$ cat src/rtl/receive_engine.sv
// rtl/receive_engine.sv - UART receive engine: 7/8-bit frames, optional parity, rxrdy/read handshake
// Optional build macro RX_MAJORITY_EN selects 2-of-3 majority bit sampling.
`timescale 1ns/1ps

module receive_engine (
  input  logic       clk,
  input  logic       reset,
  input  logic [3:0] baud,
  input  logic       eight,
  input  logic       parity_en,
  input  logic       odd_n_even,
  input  logic       rx,
  input  logic       read,
  output logic       rxrdy,
  output logic [7:0] in_port,
  output logic       perr,
  output logic       ferr,
  output logic       ovf
);

  typedef enum logic [2:0] {
    S_IDLE, S_START, S_DATA, S_PARITY, S_STOP, S_DONE
  } state_t;

  state_t      r_state;
  logic        r_rx_meta;
  logic        r_rx_sync;
  logic        r_rx_prev;
  logic [18:0] r_cnt;
  logic [18:0] r_bit_time;
  logic        r_eight;
  logic        r_par_en;
  logic        r_odd;
  logic [7:0]  r_shift;
  logic [2:0]  r_nbits;
  logic        r_par_bit;
  logic        r_stop_bit;
  logic        r_rxrdy;
  logic [7:0]  r_in_port;
  logic        r_perr;
  logic        r_ferr;
  logic        r_ovf;

  logic        w_bit;
  logic [7:0]  w_data;
  logic [18:0] w_half_m1;
  logic [18:0] w_full_m1;
  logic        w_full_hit;
  logic [2:0]  w_last_bit;

  function automatic logic [18:0] f_bit_time(input logic [3:0] sel);
    case (sel)
      4'd0:    f_bit_time = 19'd333333;
      4'd1:    f_bit_time = 19'd83333;
      4'd2:    f_bit_time = 19'd41667;
      4'd3:    f_bit_time = 19'd20833;
      4'd4:    f_bit_time = 19'd10417;
      4'd5:    f_bit_time = 19'd5208;
      4'd6:    f_bit_time = 19'd2604;
      4'd7:    f_bit_time = 19'd1736;
      4'd8:    f_bit_time = 19'd868;
      4'd9:    f_bit_time = 19'd434;
      4'd10:   f_bit_time = 19'd217;
      default: f_bit_time = 19'd109;
    endcase
  endfunction

`ifdef RX_MAJORITY_EN
  // Vote over the last three synchronized samples; the decision lands on the newest one.
  logic r_rx_prev2;
  always_ff @(posedge clk or negedge reset) begin
    if (!reset) r_rx_prev2 <= 1'b1;
    else        r_rx_prev2 <= r_rx_prev;
  end
  assign w_bit = (r_rx_sync & r_rx_prev) | (r_rx_sync & r_rx_prev2) | (r_rx_prev & r_rx_prev2);
`else
  assign w_bit = r_rx_sync;
`endif

  assign w_half_m1  = (r_bit_time >> 1) - 19'd1;
  assign w_full_m1  = r_bit_time - 19'd1;
  assign w_full_hit = (r_cnt == w_full_m1);
  assign w_last_bit = r_eight ? 3'd7 : 3'd6;
  // 7-bit frames leave the data in the upper seven shift positions.
  assign w_data     = r_eight ? r_shift : {1'b0, r_shift[7:1]};

  always_ff @(posedge clk or negedge reset) begin
    if (!reset) begin
      r_state    <= S_IDLE;
      r_rx_meta  <= 1'b1;
      r_rx_sync  <= 1'b1;
      r_rx_prev  <= 1'b1;
      r_cnt      <= '0;
      r_bit_time <= 19'd109;
      r_eight    <= 1'b1;
      r_par_en   <= 1'b0;
      r_odd      <= 1'b0;
      r_shift    <= '0;
      r_nbits    <= '0;
      r_par_bit  <= 1'b0;
      r_stop_bit <= 1'b1;
      r_rxrdy    <= 1'b0;
      r_in_port  <= '0;
      r_perr     <= 1'b0;
      r_ferr     <= 1'b0;
      r_ovf      <= 1'b0;
    end else begin
      r_rx_meta <= rx;
      r_rx_sync <= r_rx_meta;
      r_rx_prev <= r_rx_sync;

      if (read) begin
        r_rxrdy <= 1'b0;
        r_ovf   <= 1'b0;
      end

      case (r_state)
        S_IDLE: begin
          // Only a real high-to-low transition starts a frame, so a held-low break is ignored.
          if (r_rx_prev && !r_rx_sync) begin
            r_state    <= S_START;
            r_cnt      <= '0;
            r_bit_time <= f_bit_time(baud);
            r_eight    <= eight;
            r_par_en   <= parity_en;
            r_odd      <= odd_n_even;
          end
        end
        S_START: begin
          if (r_cnt == w_half_m1) begin
            r_cnt   <= '0;
            r_nbits <= '0;
            r_state <= w_bit ? S_IDLE : S_DATA;
          end else begin
            r_cnt <= r_cnt + 19'd1;
          end
        end
        S_DATA: begin
          if (w_full_hit) begin
            r_cnt   <= '0;
            r_shift <= {w_bit, r_shift[7:1]};
            r_nbits <= r_nbits + 3'd1;
            if (r_nbits == w_last_bit)
              r_state <= r_par_en ? S_PARITY : S_STOP;
          end else begin
            r_cnt <= r_cnt + 19'd1;
          end
        end
        S_PARITY: begin
          if (w_full_hit) begin
            r_cnt     <= '0;
            r_par_bit <= w_bit;
            r_state   <= S_STOP;
          end else begin
            r_cnt <= r_cnt + 19'd1;
          end
        end
        S_STOP: begin
          if (w_full_hit) begin
            r_cnt      <= '0;
            r_stop_bit <= w_bit;
            r_state    <= S_DONE;
          end else begin
            r_cnt <= r_cnt + 19'd1;
          end
        end
        S_DONE: begin
          // A coinciding read is overridden here: the new byte stays pending and no overrun is flagged.
          r_in_port <= w_data;
          r_perr    <= r_par_en & (^w_data ^ r_par_bit ^ r_odd);
          r_ferr    <= ~r_stop_bit;
          r_rxrdy   <= 1'b1;
          if (r_rxrdy && !read)
            r_ovf <= 1'b1;
          r_state   <= S_IDLE;
        end
        default: r_state <= S_IDLE;
      endcase
    end
  end

  assign rxrdy   = r_rxrdy;
  assign in_port = r_in_port;
  assign perr    = r_perr;
  assign ferr    = r_ferr;
  assign ovf     = r_ovf;

endmodule

$ cat config.mk
export PLATFORM = sky130hd
export DESIGN_NAME = receive_engine
export DESIGN_NICKNAME = d
export VERILOG_FILES = /design/src/rtl/receive_engine.sv
export SDC_FILE = /design/constraint.sdc
export NUM_CORES = 1
export LEC_CHECK = 0
export BUFFER_PORTS_ARGS = -buffer_cell sky130_fd_sc_hd__buf_2
export CAP_MARGIN = 20
export CORE_ASPECT_RATIO = 0.8
export CORE_MARGIN = 2
export CORE_UTILIZATION = 50
export CTS_CLUSTER_SIZE = 20
export DETAILED_ROUTE_END_ITERATION = 10
export PLACE_DENSITY = 0.67
export REMOVE_ABC_BUFFERS = 1
export SYNTH_ARGS = -nofsm -noshare
export SYNTH_HDL_FRONTEND = slang
export SYNTH_SLANG_ARGS = --single-unit
$ cat constraint.sdc
create_clock -name clk -period 4.4 [get_ports clk]
set_clock_uncertainty 0.05 [all_clocks]
set_input_delay 0.44 -clock clk [delete_from_list [all_inputs] [get_ports clk]]
set_output_delay 0.44 -clock clk [all_outputs]
set_load 0.005 [all_outputs]
# == Yosys cells after proc, flatten, opt, wreduce, memory -nomap -nowiden ==
# Memories as Yosys holds them, arrays and structs flattened. A register that Yosys moved wholly into a read port is not among the register bits.
# Index checks and enable logic that the tools add are counted.
# Widths: inputs -> output; s select.
# classes
magnitude_cmp,0
addsub,4
n_reduce_logical,18
bitwise_logic,4
eq_ne,14
div_mod_pow,0
shift,0
n_mul,0
mux,23
# ops
op,count
$mux 19,3
$pmux 19 s3,1
$eq 19x19->1,2
$mux 3,9
$add 19x1->19 const B,1
$sub 18x1->19 const B,1
$sub 19x1->19 const B,1
$pmux 3 s5,1
$ne 2x2->1 const B,6
$reduce_and 2->1,5
$mux 8,1
$reduce_xor 8->1,1
$eq 3x2->1 const B,2
$eq 3x3->1 const B,2
$mux 1,6
$pmux 3 s2,1
$reduce_and 6->1,1
$reduce_bool 2->1,2
$add 3x1->3 const B,1
$eq 3x1->1 const B,1
$eq 3x3->1,1
$logic_not 1->1,3
$logic_not 3->1,1
$reduce_and 3->1,1
other kinds (7),9
# word_totals
reg_bits,72
ramBits,0
wordCells,82
latchBits,0
mem_bits_ro,288
out_inout_bits,12
memories,1
# mem_list
name,depth,width,read_ports,rd_clocked_by_memory_dff,write_ports,line,source
(no name shown),16,18,1,1,0,52,case (sel)

# == Longest topological paths before layout ==
# depth
ltp_word,5
depth_mapped,14
depth_no_buf,10

# == Worst setup path after synthesis ==
# No wires, ideal clock.
# synth_timing
kind,flip-flop to flip-flop
startpoint,register r_bit_time[2]
endpoint,register r_cnt[11]
required_ns,4.220
slack_ns,1.335
path_stages_with_launch,14
t_arrival_ns,2.885
setup_ns,0.130
n_path_buf,4
path_cell_list,dfstp_2 clkbuf_1 inv_1 ha_1 buf_2 nand4_1 xnor2_1 mux2_2 or3b_1 o31a_1 buf_2 buf_2 o21ai_1 o211ai_2
# synth_between
elab_chain_len,4
word_cells_on_any_way,7
# synth_lines
element,line,source
start: declaration,30,logic [18:0] r_bit_time;
$sub 19x1->19 or $sub 18x1->19 (tied branches),"81, 80",
$eq 19x19->1 (on tied branches),"82, 130",
$mux 19 (on tied branches),-,
$pmux 19 s3 *,117,case (r_state)
end signal: assignment,146,r_cnt <= r_cnt + 19'd1;
end signal: assignment,155,r_cnt <= r_cnt + 19'd1;
end signal: assignment,164,r_cnt <= r_cnt + 19'd1;
end: declaration,29,logic [18:0] r_cnt;
# Every way passes the cells marked *; elsewhere a longest branch is shown, timed or not.
# A chain may end at the register's enable or synchronous reset.

# == Worst setup path in the final report ==
# layout_timing
startpoint,register r_bit_time[1]
endpoint,register r_state[0]
# layout_between
elab_chain_len,4
word_cells_on_any_way,9
# layout_lines
element,line,source
$sub 19x1->19 or $sub 18x1->19 (tied branches),"81, 80",
$eq 19x19->1 (on tied branches),"82, 130",
$ne 2x2->1 (no source line),-,
$reduce_and 6->1 (no source line) *,-,
end signal: assignment,133,r_state <= w_bit ? S_IDLE : S_DATA;
end signal: assignment,144,r_state <= r_par_en ? S_PARITY : S_STOP;
end: declaration,25,state_t r_state;
# Marks and branches as above.

==> flow_summary.json <==
{
  "ant_nets": 0,
  "portBuffers": 22,
  "ff_latch_area_mm2": 0.00179,
  "cp-end-kind": "flop",
  "htreeDepth": 3,
  "root_buffer": "clkbuf_16",
  "p_leak_nw": 2.36,
  "hold_violations": 0,
  "clk_pin_slew_ns": 0.06,
  "max_freq_mhz": 283,
  "max-slew-margin-rel_pct": 37.3,
  "hp-class": "input port to flop",
  "timing.rr.start": "r_bit_time[1]",
  "tritoncts": "done",
  "io_pins": 23,
  "die_width_um": 117,
  "crit_arrival_ns": 3.72,
  "avgRoutedWirePerCell_um": 15.9,
  "antenna_found_initial": 0,
  "syn_avg_cell_area_um2": 8.50,
  "overflow": 0,
  "design_area_mm2": 0.00543,
  "crit_type": "flop to flop",
  "num_rows": 32,
  "grt_max_degree": 72,
  "vias": 4096,
  "insertion_delay_ns": 0.33,
  "cts_setup_buffers": 0,
  "final_net_count": 605,
  "synth_ff_type": "dfrtp_1",
  "clock-sinks": 71,
  "hpwl_um": 8170,
  "crit_path_start_kind": "flop",
  "grt_pass1_vias": 3779,
  "cts_buffer_depth": 2,
  "grt_pass1_wl_um": 19400,
  "via_per_inst": 5.64,
  "final_core_util_pct": 55.6,
  "synth_seq_cells": 71,
  "initial_core_util_pct": 52.0,
  "core_area_mm2": 0.00977,
  "numCtsBuffers": 9,
  "regToRegEndpoint": "r_state[0]",
  "setup_viol": 0,
  "track_usage_pct": 22.5,
  "fill_cells": 937,
  "synth_mux_area_share_pct": 5.39,
  "syn-cell-area_mm2": 0.00508,
  "required_ns": 4.59,
  "tightest_slew_ns": 0.941,
  "crit_start": "r_bit_time[1]",
  "tns_ns": 0,
  "drive_above_1_share_pct": 13.6,
  "first_pass_iters": 5,
  "min_period_ns": 3.53,
  "endpoint": "r_state[0]",
  "slew_viol_final": 0,
  "rsz0062_at_grt": "false",
  "design.die.area_mm2": 0.0110,
  "async_reset_ff_share_pct": 100,
  "multiInputGateArea_mm2": 0.00298,
  "hold_buffers": 0,
  "synth_edf_count": 0,
  "r2r_slack_ns": 0.87,
  "final.period_utilization_pct": 80.2,
  "ys_seq_area_share_pct": 35.2,
  "peakVddDrop_mv": 0.344,
  "status": "complete, no violations",
  "cp_max_fo": 18,
  "cts-resized-gates": 0,
  "ys_warn_count": 0,
  "synth_top_family_by_area": "simple AND/OR/NAND/NOR gates",
  "diodes": 0,
  "ys_types": 65,
  "synth_compound_area_share_pct": 15.8,
  "dpl_cell_area_mm2": 0.00515,
  "area_growth_pct": 6.92,
  "synth_xor_xnor_area_share_pct": 10.2,
  "maxCapViolCount": 0,
  "die-height_um": 94.2,
  "postSynthCellCount": 598,
  "synth-simple-area-share_pct": 25.1,
  "drt_iter0_drc": 400,
  "post-route-drc-count": 0,
  "gp_congestion": 0.895,
  "yosys.area_share.adder_pct": 2.22,
  "p_per_area_mw_per_mm2": 617,
  "ff2ff_path_depth": 10,
  "routed_wl_um": 11500
}
## worst max-delay path: stages, from the launching register on
cell      delay, ns
dfrtp_1        0.45
inv_1          0.11
ha_1           0.17
nor2b_1        0.46
nand4b_1       0.19
mux2i_1        0.16
mux2_2         0.29
or3b_1         0.41
o31a_1         0.51
nor2_8         0.37
mux2i_1        0.25
## logic make-up after synthesis
group	after synthesis
xor gates and xnor gates	59
DFF	71
and+or+nand+nor	250
buffers and inverters	67
AOI/OAI and AO/OA	116
muxes	26
adders and majority gates	9
## report_power, final
group          switching [mW]  leakage (nW)  internal [mW]
combinational           0.874          1.30          0.642
sequential              0.335         0.933          0.815
clock                   0.273         0.131          0.413
total                    1.48          2.36           1.87
## Yosys cell counts, types with 7 or more instances
cell type,number,area share [%]
o211ai_2,7,1.7
ha_1,9,2.2
o22ai_1,9,1.1
dfstp_2,10,5.2
xnor2_1,42,7.2
mux2i_1,15,3.0
clkbuf_1,34,2.5
nand2_1,99,7.3
o31ai_1,9,1.3
o21ai_1,9,0.89
nor4_1,8,0.98
a21oi_1,11,1.1
nor2_1,42,3.1
mux2_2,9,2.0
inv_1,18,1.3
xor2_1,17,2.9
or3_1,7,0.86
dfrtp_1,61,30
nand3_1,22,2.2
o21ai_0,33,3.2
nor3_1,13,1.3
nor2b_1,8,0.98
nand4_1,9,1.1
## final cells by class
cell class	instances	area share (%)
multi-input cells	460	54.9
inverters	18	1.24
flip-flops and latches	71	32.9
clock buffers	12	4.72
well taps	136	3.13
clock inverters	4	0.576
repair buffers	25	2.49
## registers in the layout, summed over array words and instances, names as in the netlist
signal      count
ferr            1
in_port         8
ovf             1
perr            1
r_bit_time     18
r_cnt          19
r_eight         1
r_nbits         3
r_odd           1
r_par_bit       1
r_par_en        1
r_rx_meta       1
r_rx_prev       1
r_rx_sync       1
r_shift         8
r_state         3
r_stop_bit      1
rxrdy           1
## worst min path at each step
stage | slack [ns] | endpoint | from | depth (start not counted)
after floorplan | 0.09 | ferr | reset | 0
after global placement | 0.30 | r_rx_sync | r_rx_meta | 0
after detailed placement | 0.30 | r_rx_sync | r_rx_meta | 0
after CTS | 0.15 | r_rx_meta | rx | 1
after global routing | 0.13 | r_rx_meta | rx | 1
final | 0.15 | r_rx_meta | rx | 1
## stage by stage
stage,power (mW),std cells,worst slack [ns],hold slack [ns]
final,3.35,726,0.872,0.152
after global placement,2.62,710,1.07,0.296
after CTS,3.36,726,0.908,0.145
after detailed placement,2.65,710,0.956,0.300
after floorplan,2.26,549,1.37,0.0944
after global routing,3.62,726,0.644,0.133
## cells in the final DEF (no fill, tap or decap), drive strengths merged, types with 4 or more instances in the layout
| cell | instances |
|---|---|
| o22ai | 9 |
| and3 | 5 |
| xnor2 | 42 |
| a31oi | 5 |
| or3 | 7 |
| nor4 | 10 |
| dfrtp | 61 |
| nor2b | 8 |
| a21oi | 12 |
| and2 | 6 |
| nand4b | 4 |
| nor3 | 17 |
| dfstp | 10 |
| ha | 9 |
| buf | 25 |
| o31ai | 9 |
| nand2b | 6 |
| clkbuf | 12 |
| o21ai | 42 |
| nand3 | 23 |
| nand4 | 9 |
| xor2 | 17 |
| inv | 18 |
| o211ai | 13 |
| nor2 | 43 |
| mux2i | 15 |
| nand2 | 99 |
| mux2 | 11 |
## layer usage
| layer | share of wire [%] | track usage (%) | vias up |
|---|---|---|---|
| met2 | 42 | 32.2 | 96 |
| met4 | 0.54 | 3.82 | 0 |
| met5 | 0 | 0 | - |
| met1 | 52 | 35.0 | 1945 |
| li1 | - | - | 2049 |
| met3 | 5.2 | 4.84 | 6 |
(Power assumes the default switching activity.)
